## config.mk

```make
export PLATFORM = sky130hd
export DESIGN_NAME = add_rs_scheduler
export DESIGN_NICKNAME = d
export VERILOG_FILES = /design/src/rtl/add_rs_scheduler.sv
export SDC_FILE = /design/constraint.sdc
export NUM_CORES = 1
export LEC_CHECK = 0
export ABC_AREA = 1
export BUFFER_PORTS_ARGS = -buffer_cell sky130_fd_sc_hd__clkbuf_2
export CAP_MARGIN = 10
export CORE_MARGIN = 5
export CORE_UTILIZATION = 40
export DETAILED_ROUTE_END_ITERATION = 16
export GPL_TIMING_DRIVEN = 0
export PLACE_DENSITY = 0.73
export SKIP_CTS_REPAIR_TIMING = 1
export SLEW_MARGIN = 10
export SYNTH_ARGS = -nofsm -noshare
export SYNTH_HDL_FRONTEND = slang
export SYNTH_SLANG_ARGS = --single-unit
```

## constraint.sdc

```tcl
create_clock -name clk1 -period 1.6 [get_ports clk1]
set_input_delay 0.08 -clock clk1 [delete_from_list [all_inputs] [get_ports clk1]]
set_output_delay 0.08 -clock clk1 [all_outputs]
set_load 0.1 [all_outputs]
```

## src/rtl/add_rs_scheduler.sv

```systemverilog
// Issue controller for the add/sub unit: picks a ready reservation station, drives the exec
// handshake and broadcasts the result on the CDB. Define ADD_SCHED_RR_EN for round-robin grant.
module add_rs_scheduler #(
    parameter int unsigned NUM_RS  = 3,
    parameter int unsigned DATA_W  = 8,
    parameter int unsigned RES_W   = 16,
    parameter int unsigned TIMEOUT = 63
) (
    input  logic                     clk1,
    input  logic                     rst,
    input  logic [NUM_RS-1:0]        rs_busy,
    input  logic [NUM_RS-1:0]        rs_q1_ok,
    input  logic [NUM_RS-1:0]        rs_q2_ok,
    input  logic [NUM_RS*DATA_W-1:0] rs_v1,
    input  logic [NUM_RS*DATA_W-1:0] rs_v2,
    input  logic [NUM_RS*4-1:0]      rs_func,
    input  logic [NUM_RS*3-1:0]      rs_rob,
    input  logic [NUM_RS*4-1:0]      rs_rd,
    input  logic                     flush,
    input  logic                     ex_done,
    input  logic [RES_W-1:0]         ex_result,
    output logic                     ex_b,
    output logic [2:0]               ex_rs_index,
    output logic [DATA_W-1:0]        ex_rs1_data,
    output logic [DATA_W-1:0]        ex_rs2_data,
    output logic [3:0]               ex_func,
    output logic [2:0]               ex_rob_ind,
    output logic [3:0]               ex_rd,
    output logic [NUM_RS-1:0]        rs_clear,
    output logic                     cdb_valid,
    output logic [2:0]               cdb_rob,
    output logic [3:0]               cdb_rd,
    output logic [RES_W-1:0]         cdb_data,
    output logic                     timeout_err
);

    typedef enum logic [1:0] {StIdle, StIssue, StWait, StBcast} state_e;

    state_e              state_q, state_d;
    logic [2:0]          grant_q, grant_d;
    logic [DATA_W-1:0]   rs1_q, rs1_d, rs2_q, rs2_d;
    logic [3:0]          func_q, func_d, rd_q, rd_d, cdb_rd_q, cdb_rd_d;
    logic [2:0]          rob_q, rob_d, cdb_rob_q, cdb_rob_d;
    logic [5:0]          cnt_q, cnt_d;
    logic [NUM_RS-1:0]   clear_q, clear_d;
    logic                cdb_valid_q, cdb_valid_d;
    logic [RES_W-1:0]    cdb_data_q, cdb_data_d;
    logic                timeout_q, timeout_d;
`ifdef ADD_SCHED_RR_EN
    logic [2:0]          rr_ptr_q, rr_ptr_d;
`endif

    logic [NUM_RS-1:0]   elig;
    logic                grant_found;
    logic [2:0]          grant_idx;
    logic [NUM_RS-1:0]   clear_vec;

    // An entry whose free pulse is in flight is not yet released by the RS array; skip it.
    assign elig      = rs_busy & rs_q1_ok & rs_q2_ok & ~clear_q;
    assign clear_vec = NUM_RS'(1) << grant_q;

    always_comb begin
        int j;
        j           = 0;
        grant_found = 1'b0;
        grant_idx   = '0;
        // Descending scan so the first candidate in search order wins.
        for (int k = int'(NUM_RS) - 1; k >= 0; k--) begin
`ifdef ADD_SCHED_RR_EN
            j = int'(rr_ptr_q) + k;
            if (j >= int'(NUM_RS)) j = j - int'(NUM_RS);
`else
            j = k;
`endif
            if (elig[j]) begin
                grant_found = 1'b1;
                grant_idx   = 3'(j);
            end
        end
    end

    always_comb begin
        int gi;
        gi          = int'(grant_idx);
        state_d     = state_q;
        grant_d     = grant_q;
        rs1_d       = rs1_q;
        rs2_d       = rs2_q;
        func_d      = func_q;
        rob_d       = rob_q;
        rd_d        = rd_q;
        cnt_d       = cnt_q;
        clear_d     = '0;
        cdb_valid_d = 1'b0;
        cdb_data_d  = cdb_data_q;
        cdb_rob_d   = cdb_rob_q;
        cdb_rd_d    = cdb_rd_q;
        timeout_d   = timeout_q;
`ifdef ADD_SCHED_RR_EN
        rr_ptr_d    = rr_ptr_q;
`endif
        unique case (state_q)
            StIdle: begin
                if (grant_found) begin
                    grant_d = grant_idx;
                    rs1_d   = rs_v1[gi*int'(DATA_W) +: DATA_W];
                    rs2_d   = rs_v2[gi*int'(DATA_W) +: DATA_W];
                    func_d  = rs_func[gi*4 +: 4];
                    rob_d   = rs_rob[gi*3 +: 3];
                    rd_d    = rs_rd[gi*4 +: 4];
                    state_d = StIssue;
`ifdef ADD_SCHED_RR_EN
                    rr_ptr_d = (gi + 1 >= int'(NUM_RS)) ? 3'd0 : 3'(gi + 1);
`endif
                end
            end
            StIssue: begin
                cnt_d   = '0;
                state_d = StWait;
            end
            StWait: begin
                cnt_d = cnt_q + 6'd1;
                if (flush) begin
                    clear_d = clear_vec;
                    state_d = StIdle;
                end else if (ex_done) begin
                    clear_d     = clear_vec;
                    cdb_valid_d = 1'b1;
                    cdb_data_d  = ex_result;
                    cdb_rob_d   = rob_q;
                    cdb_rd_d    = rd_q;
                    state_d     = StBcast;
                end else if (cnt_q == 6'(TIMEOUT)) begin
                    timeout_d = 1'b1;
                    clear_d   = clear_vec;
                    state_d   = StIdle;
                end
            end
            StBcast: state_d = StIdle;
            default: state_d = StIdle;
        endcase
    end

    always_ff @(posedge clk1) begin
        if (rst) begin
            state_q     <= StIdle;
            grant_q     <= '0;
            rs1_q       <= '0;
            rs2_q       <= '0;
            func_q      <= '0;
            rob_q       <= '0;
            rd_q        <= '0;
            cnt_q       <= '0;
            clear_q     <= '0;
            cdb_valid_q <= 1'b0;
            cdb_data_q  <= '0;
            cdb_rob_q   <= '0;
            cdb_rd_q    <= '0;
            timeout_q   <= 1'b0;
`ifdef ADD_SCHED_RR_EN
            rr_ptr_q    <= '0;
`endif
        end else begin
            state_q     <= state_d;
            grant_q     <= grant_d;
            rs1_q       <= rs1_d;
            rs2_q       <= rs2_d;
            func_q      <= func_d;
            rob_q       <= rob_d;
            rd_q        <= rd_d;
            cnt_q       <= cnt_d;
            clear_q     <= clear_d;
            cdb_valid_q <= cdb_valid_d;
            cdb_data_q  <= cdb_data_d;
            cdb_rob_q   <= cdb_rob_d;
            cdb_rd_q    <= cdb_rd_d;
            timeout_q   <= timeout_d;
`ifdef ADD_SCHED_RR_EN
            rr_ptr_q    <= rr_ptr_d;
`endif
        end
    end

    assign ex_b        = (state_q == StIssue);
    assign ex_rs_index = grant_q;
    assign ex_rs1_data = rs1_q;
    assign ex_rs2_data = rs2_q;
    assign ex_func     = func_q;
    assign ex_rob_ind  = rob_q;
    assign ex_rd       = rd_q;
    assign rs_clear    = clear_q;
    assign cdb_valid   = cdb_valid_q;
    assign cdb_rob     = cdb_rob_q;
    assign cdb_rd      = cdb_rd_q;
    assign cdb_data    = cdb_data_q;
    assign timeout_err = timeout_q;

endmodule

```

* Word level (Yosys, flattened, before mapping)
Index checks and enable logic that the tools add are counted.
** Cells by class
- Add/subtract/negate cells :: 1
- Multipliers :: 1
- Equality and inequality tests :: 6
- Shift-type cells :: 6
- Mux-type cells :: 16
- Bitwise operators :: 7
- Reduce and logical (&&, ||, !) cells :: 8
** Operators with widths (count)
- indexed part select 24 x 7 -> 8 bit :: 2
- indexed part select 12 x 6 -> 4 bit :: 2
- 2-to-1 mux 3 bit :: 5
- one-hot mux 6 bit (2 select lines) :: 1
- 2-to-1 mux 2 bit :: 5
- bitwise AND 3 bit :: 3
- indexed part select 9 x 6 -> 3 bit :: 1
- one-hot mux 2 bit (4 select lines) :: 1
- adder 6 x 1 -> 6 bit, second input constant :: 1
- == test 6 bit, second input constant :: 1
- multiplier 3 x 2 -> 5 bit, second input constant :: 1
- == test 2 bit, second input constant :: 2
- 2-to-1 mux 1 bit :: 4
- inequality test 4 bit, second input constant :: 1
- AND reduction 2 bit :: 2
- AND reduction 4 bit :: 1
- NOT 1 bit :: 3
- NOT 3 bit :: 1
- AND reduction 3 bit :: 1
- OR reduction 3 bit :: 1
- left shift 1 x 3 -> 3 bit, first input constant :: 1
- == test 2 x 1 -> 1 bit, second input constant :: 1
- zero test 2 bit :: 1
- inequality test 2 bit, second input constant :: 1
- 2 further kinds :: 2
** Word-level totals
- Register bits :: 66
- Input port bits :: 110

* Depth between registers and ports, before layout
- Depth after elaboration :: 8
- Gate-level depth with buffers :: 10
- Mapped depth without buffers :: 9

* Least setup slack after synthesis
OpenSTA, ideal clock, no wires.
- Kind :: register to register
- Start point :: register clear_q[1], in the netlist rs_clear[1]
- End point :: register rs1_q[0], in the netlist ex_rs1_data[0]
- Arrival :: 1.810 ns
- Setup slack :: -0.276 ns
- Cell stages (with the launch flop) :: 9
- Buffers on the path :: 2
- Path through :: dfxtp_1 > nor2_2 > nand2_4 > inv_2 > buf_6 > buf_4 > nand3b_1 > nand3_1 > a21oi_2
** On the way
- Longest elaborated chain between the ends :: 5
- Elaborated cells between the ends (all ways) :: 8
- Those cells by class :: 1 x shift; 4 x mux; 2 x bitwise; 1 x reduce/logical
** Ends and longest elaborated chain
- start: declaration :: RTL line 45 : logic [NUM_RS-1:0] clear_q, clear_d;
- start signal: assignment :: RTL line 172 : clear_q <= clear_d;
- NOT 3 bit * :: RTL line 59 : assign elig = rs_busy & rs_q1_ok & rs_q2_ok & ~clear_q;
- bitwise AND 3 bit * :: RTL line 59
- 2-to-1 mux 3 bit / 2-to-1 mux 1 bit (equally long branches) (2 in series) :: RTL line 75 : if (elig[j]) begin
- indexed part select 24 x 7 -> 8 bit / AND reduction 2 bit (equally long branches)
- end signal: assignment :: RTL line 166 : rs1_q <= rs1_d;
- end: declaration :: RTL line 41 : logic [DATA_W-1:0] rs1_q, rs1_d, rs2_q, rs2_d;
Every way passes the cells marked *; elsewhere a longest branch is shown, timed or not.
A chain may end at the register's enable or synchronous reset.

* Worst setup path in the final report
- Start point :: register state_q[0]
- End point :: register state_q[1]
** On the way
- Longest elaborated chain between the ends :: 3
- Elaborated cells between the ends (all ways) :: 8
- Those cells by class :: 5 x eq/ne; 1 x mux; 2 x reduce/logical
** Ends and longest elaborated chain
- start: declaration :: RTL line 39 : state_e state_q, state_d;
- start signal: assignment :: RTL line 146 : state_q <= StIdle;
- start signal: assignment :: RTL line 164 : state_q <= state_d;
- == test 2 bit / zero test 2 bit (equally long branches) :: RTL line 102 : unique case (state_q)
- inequality test 4 bit (no source line) / inequality test 2 bit (equally long branches)
- AND reduction 2 bit (no source line)
Several ways; a longest one is shown, not always the timed one.

==> run summary <==
Final HPWL DP -> 8.51 mm
Inst Count DP -> 826
Area occupied by multi-input gates -> 1730 um^2
Netlist cell types -> 29
Die Footprint -> 11100 um^2
Initial antenna violation count -> 0
Final core utilization -> 55.1%
Pins Over Slew Limit -> 0
M3 GR Usage -> 4.34%
Synthesized cell area -> 3650 um^2
Peak supply drop -> 0.501 mV
Final hold viol count -> 0
Drt first pass iters -> 5
H-tree depth -> 3
Fin crit period -> 1520 ps
Element type at the critical path end -> flip-flop
CTS Buffer Depth -> 2
CP Data Required Time -> 1870 ps
Die width -> 106 um
Yosys warning count -> 0
Number of max-cap violations -> 0
Port-buffer cells -> 167
GRT Util Overall -> 19.1%
Residual DRC count -> 0
Vias after detailed routing -> 3941
Flop2flop setup slack -> 80 ps
CTS tree -> built
Row count -> 34
Wire per inst -> 12.9 um
Area Growth Syn to Fin -> 32.9%
Final setup vio count -> 0
Critical Path AT -> 1790 ps
Grt ovf -> 0
Logic pwr share -> 43.9%
Critical path peak fanout -> 4
RePlAce Congestion -> 0.818
Final instance area -> 4850 um^2
Hold WC Path Type -> in -> reg
Hold_ws -> 13.2 ps
Status -> finished clean
Post-synthesis sequential area ratio -> 35.7%
DRT iter0 DRCs -> 119
Sw frac -> 47.7%
Share of cells above drive strength 1 -> 33.7%
Worst skew pair latency -> 340 ps
DRT antenna net count -> 0
Core Area -> 8810 um^2
Syn Nets -> 666
Root Buffer Master -> clkbuf_8
Vias per inst -> 4.67
Worst-path clk slew -> 80 ps
Number of global-route vias before repair -> 3812
Area of placed instances -> 4620 um^2
Post-Syn Instances -> 551
Met1 Use GR -> 23.9%
Non-Filler Instances -> 843
Pint -> 2.99 mW
Met2 Use GR -> 32.7%
Fmax -> 657 MHz
Worst-Margin Slew -> 559 ps
Setup Skew -> 8.68 ps
Switching power -> 2.73 mW
Tcrit/Tclk final -> 95.1%
Yosys top cell by area -> dfxtp_1
First-pass GRT wire length -> 17.6 mm
Part of the power in registers -> 33.7%
Synth area leaders -> dfxtp_1, inv_1, nand2_1
Die height -> 106 um
Post-synth top area share -> 35.7%
Worst setup path class -> reg -> reg
Total CTS buffers -> 9
I/O Pins -> 169
Starting Density -> 41.4%
Mean area per synthesized cell -> 6.62 um^2
Register Area -> 1310 um^2
PD cells -> 1180 nW/um^2
Power share of the clock group -> 22.4%
Maximum number of pins on one net before global-route repair -> 14
Diode count -> 0
Gr busiest metal -> met2
Wirelength, routed -> 10.9 mm
Max-slew headroom -> 62.9%
Final net count -> 845
#FFs+latches synth -> 65
Pleak -> 2.68 nW
Critical Path Start Type -> flip-flop
Pwr Total -> 5.72 mW
Sink Count -> 65
Fillers -> 884
## power by group through the flow
stage                     sequential [mW]  combinational, mW  clock, mW
after floorplan                      3.03              0.918          0
after global placement               1.96               2.43          0
after detailed placement             1.96               2.48          0
after CTS                            1.93               2.48       1.31
after global routing                 1.95               2.70       1.38
final                                1.93               2.51       1.28
## area by class of cell
cell class / instances / area share (%)
Multi-Input combinational cell: 335 / 35.6
Buffer: 30 / 4.26
Timing Repair Buffer: 168 / 17.4
Inverter: 121 / 9.37
Tap cell: 108 / 2.79
Sequential cell: 65 / 26.9
Clock buffer: 10 / 2.63
Clock inverter: 6 / 1.06
## cells in the mapped netlist (all sizes together)
| master | n |
|---|---|
| conb | 1 |
| inv | 120 |
| o21a | 1 |
| nor3 | 5 |
| dfxtp | 65 |
| nand4 | 4 |
| nand3b | 28 |
| o21ai | 26 |
| ha | 5 |
| clkinv | 1 |
| nor2 | 71 |
| nand2 | 101 |
| xor2 | 1 |
| clkbuf | 8 |
| a31oi | 1 |
| or2 | 1 |
| nor3b | 1 |
| nand3 | 33 |
| a21oi | 56 |
| buf | 22 |
## layout by cell type (no fill, tap or decap), types with 6 or more instances in the layout
cell type / synthesis / layout
clkbuf_2: 0 / 167
inv_1: 119 / 116
nand2_1: 97 / 97
nor2_1: 69 / 69
dfxtp_1: 65 / 62
a21oi_1: 36 / 36
nand3_1: 31 / 31
nand3b_1: 28 / 28
o21ai_0: 26 / 25
a21oi_2: 20 / 20
buf_2: 12 / 12
clkbuf_8: 0 / 9
buf_6: 6 / 7
buf_4: 4 / 6
## per-layer routing
| metal | vias to the layer above | share of wire, % |
|---|---|---|
| li1 | 2036 | - |
| met1 | 1755 | 43 |
| met2 | 135 | 49 |
| met3 | 15 | 7.3 |
| met4 | 0 | 1.4 |
| met5 | - | 0 |
## worst paths after layout
kind,depth (start not counted),to,start
setup / recovery,6,state_q[1]$_SDFFE_PP0P_,state_q[0]$_SDFFE_PP0P_
hold / removal,2,timeout_err$_SDFFE_PP0P_,rst
setup reg to reg,6,state_q[1]$_SDFFE_PP0P_,state_q[0]$_SDFFE_PP0P_
hold reg to reg,2,cdb_rob[0]$_SDFFE_PP0P_,cdb_rob[0]$_SDFFE_PP0P_
## flip-flops by register name, summed over array words and instances (netlist names), 4 cells and up
| name | cells |
|---|---|
| ex_rs2_data | 8 |
| cnt_q | 6 |
| cdb_rd | 4 |
| cdb_data | 16 |
| ex_func | 4 |
| ex_rs1_data | 8 |
| ex_rd | 4 |
## critical path: stages (launching register included)
cell and delay [ps]:
dfxtp_1 340, inv_2 120, ha_2 220, nand3b_1 180, o21ai_0 310, nand3_1 130, a21oi_1 160
## per-stage QoR
stage,worst slack (ps),TNS (ps)
after global routing,-11.9,-17.3
after CTS,-202,-3610
final,78.6,0
after floorplan,51.8,0
after global placement,-140,-2240
after detailed placement,-177,-2920
## kinds of logic (layout without fill, tap and decap cells)
family,Yosys count,after routing,synth area share [%]
AOI/OAI and AO/OA,84,84,13.7
xor gates and xnor gates,1,1,0.240
adders and majority gates,5,5,1.71
buffers and inverters,151,335,17.6
DFF,65,65,35.7
other,1,1,0.103
and+or+nand+nor,244,244,31.0
(Power assumes the default switching activity.)
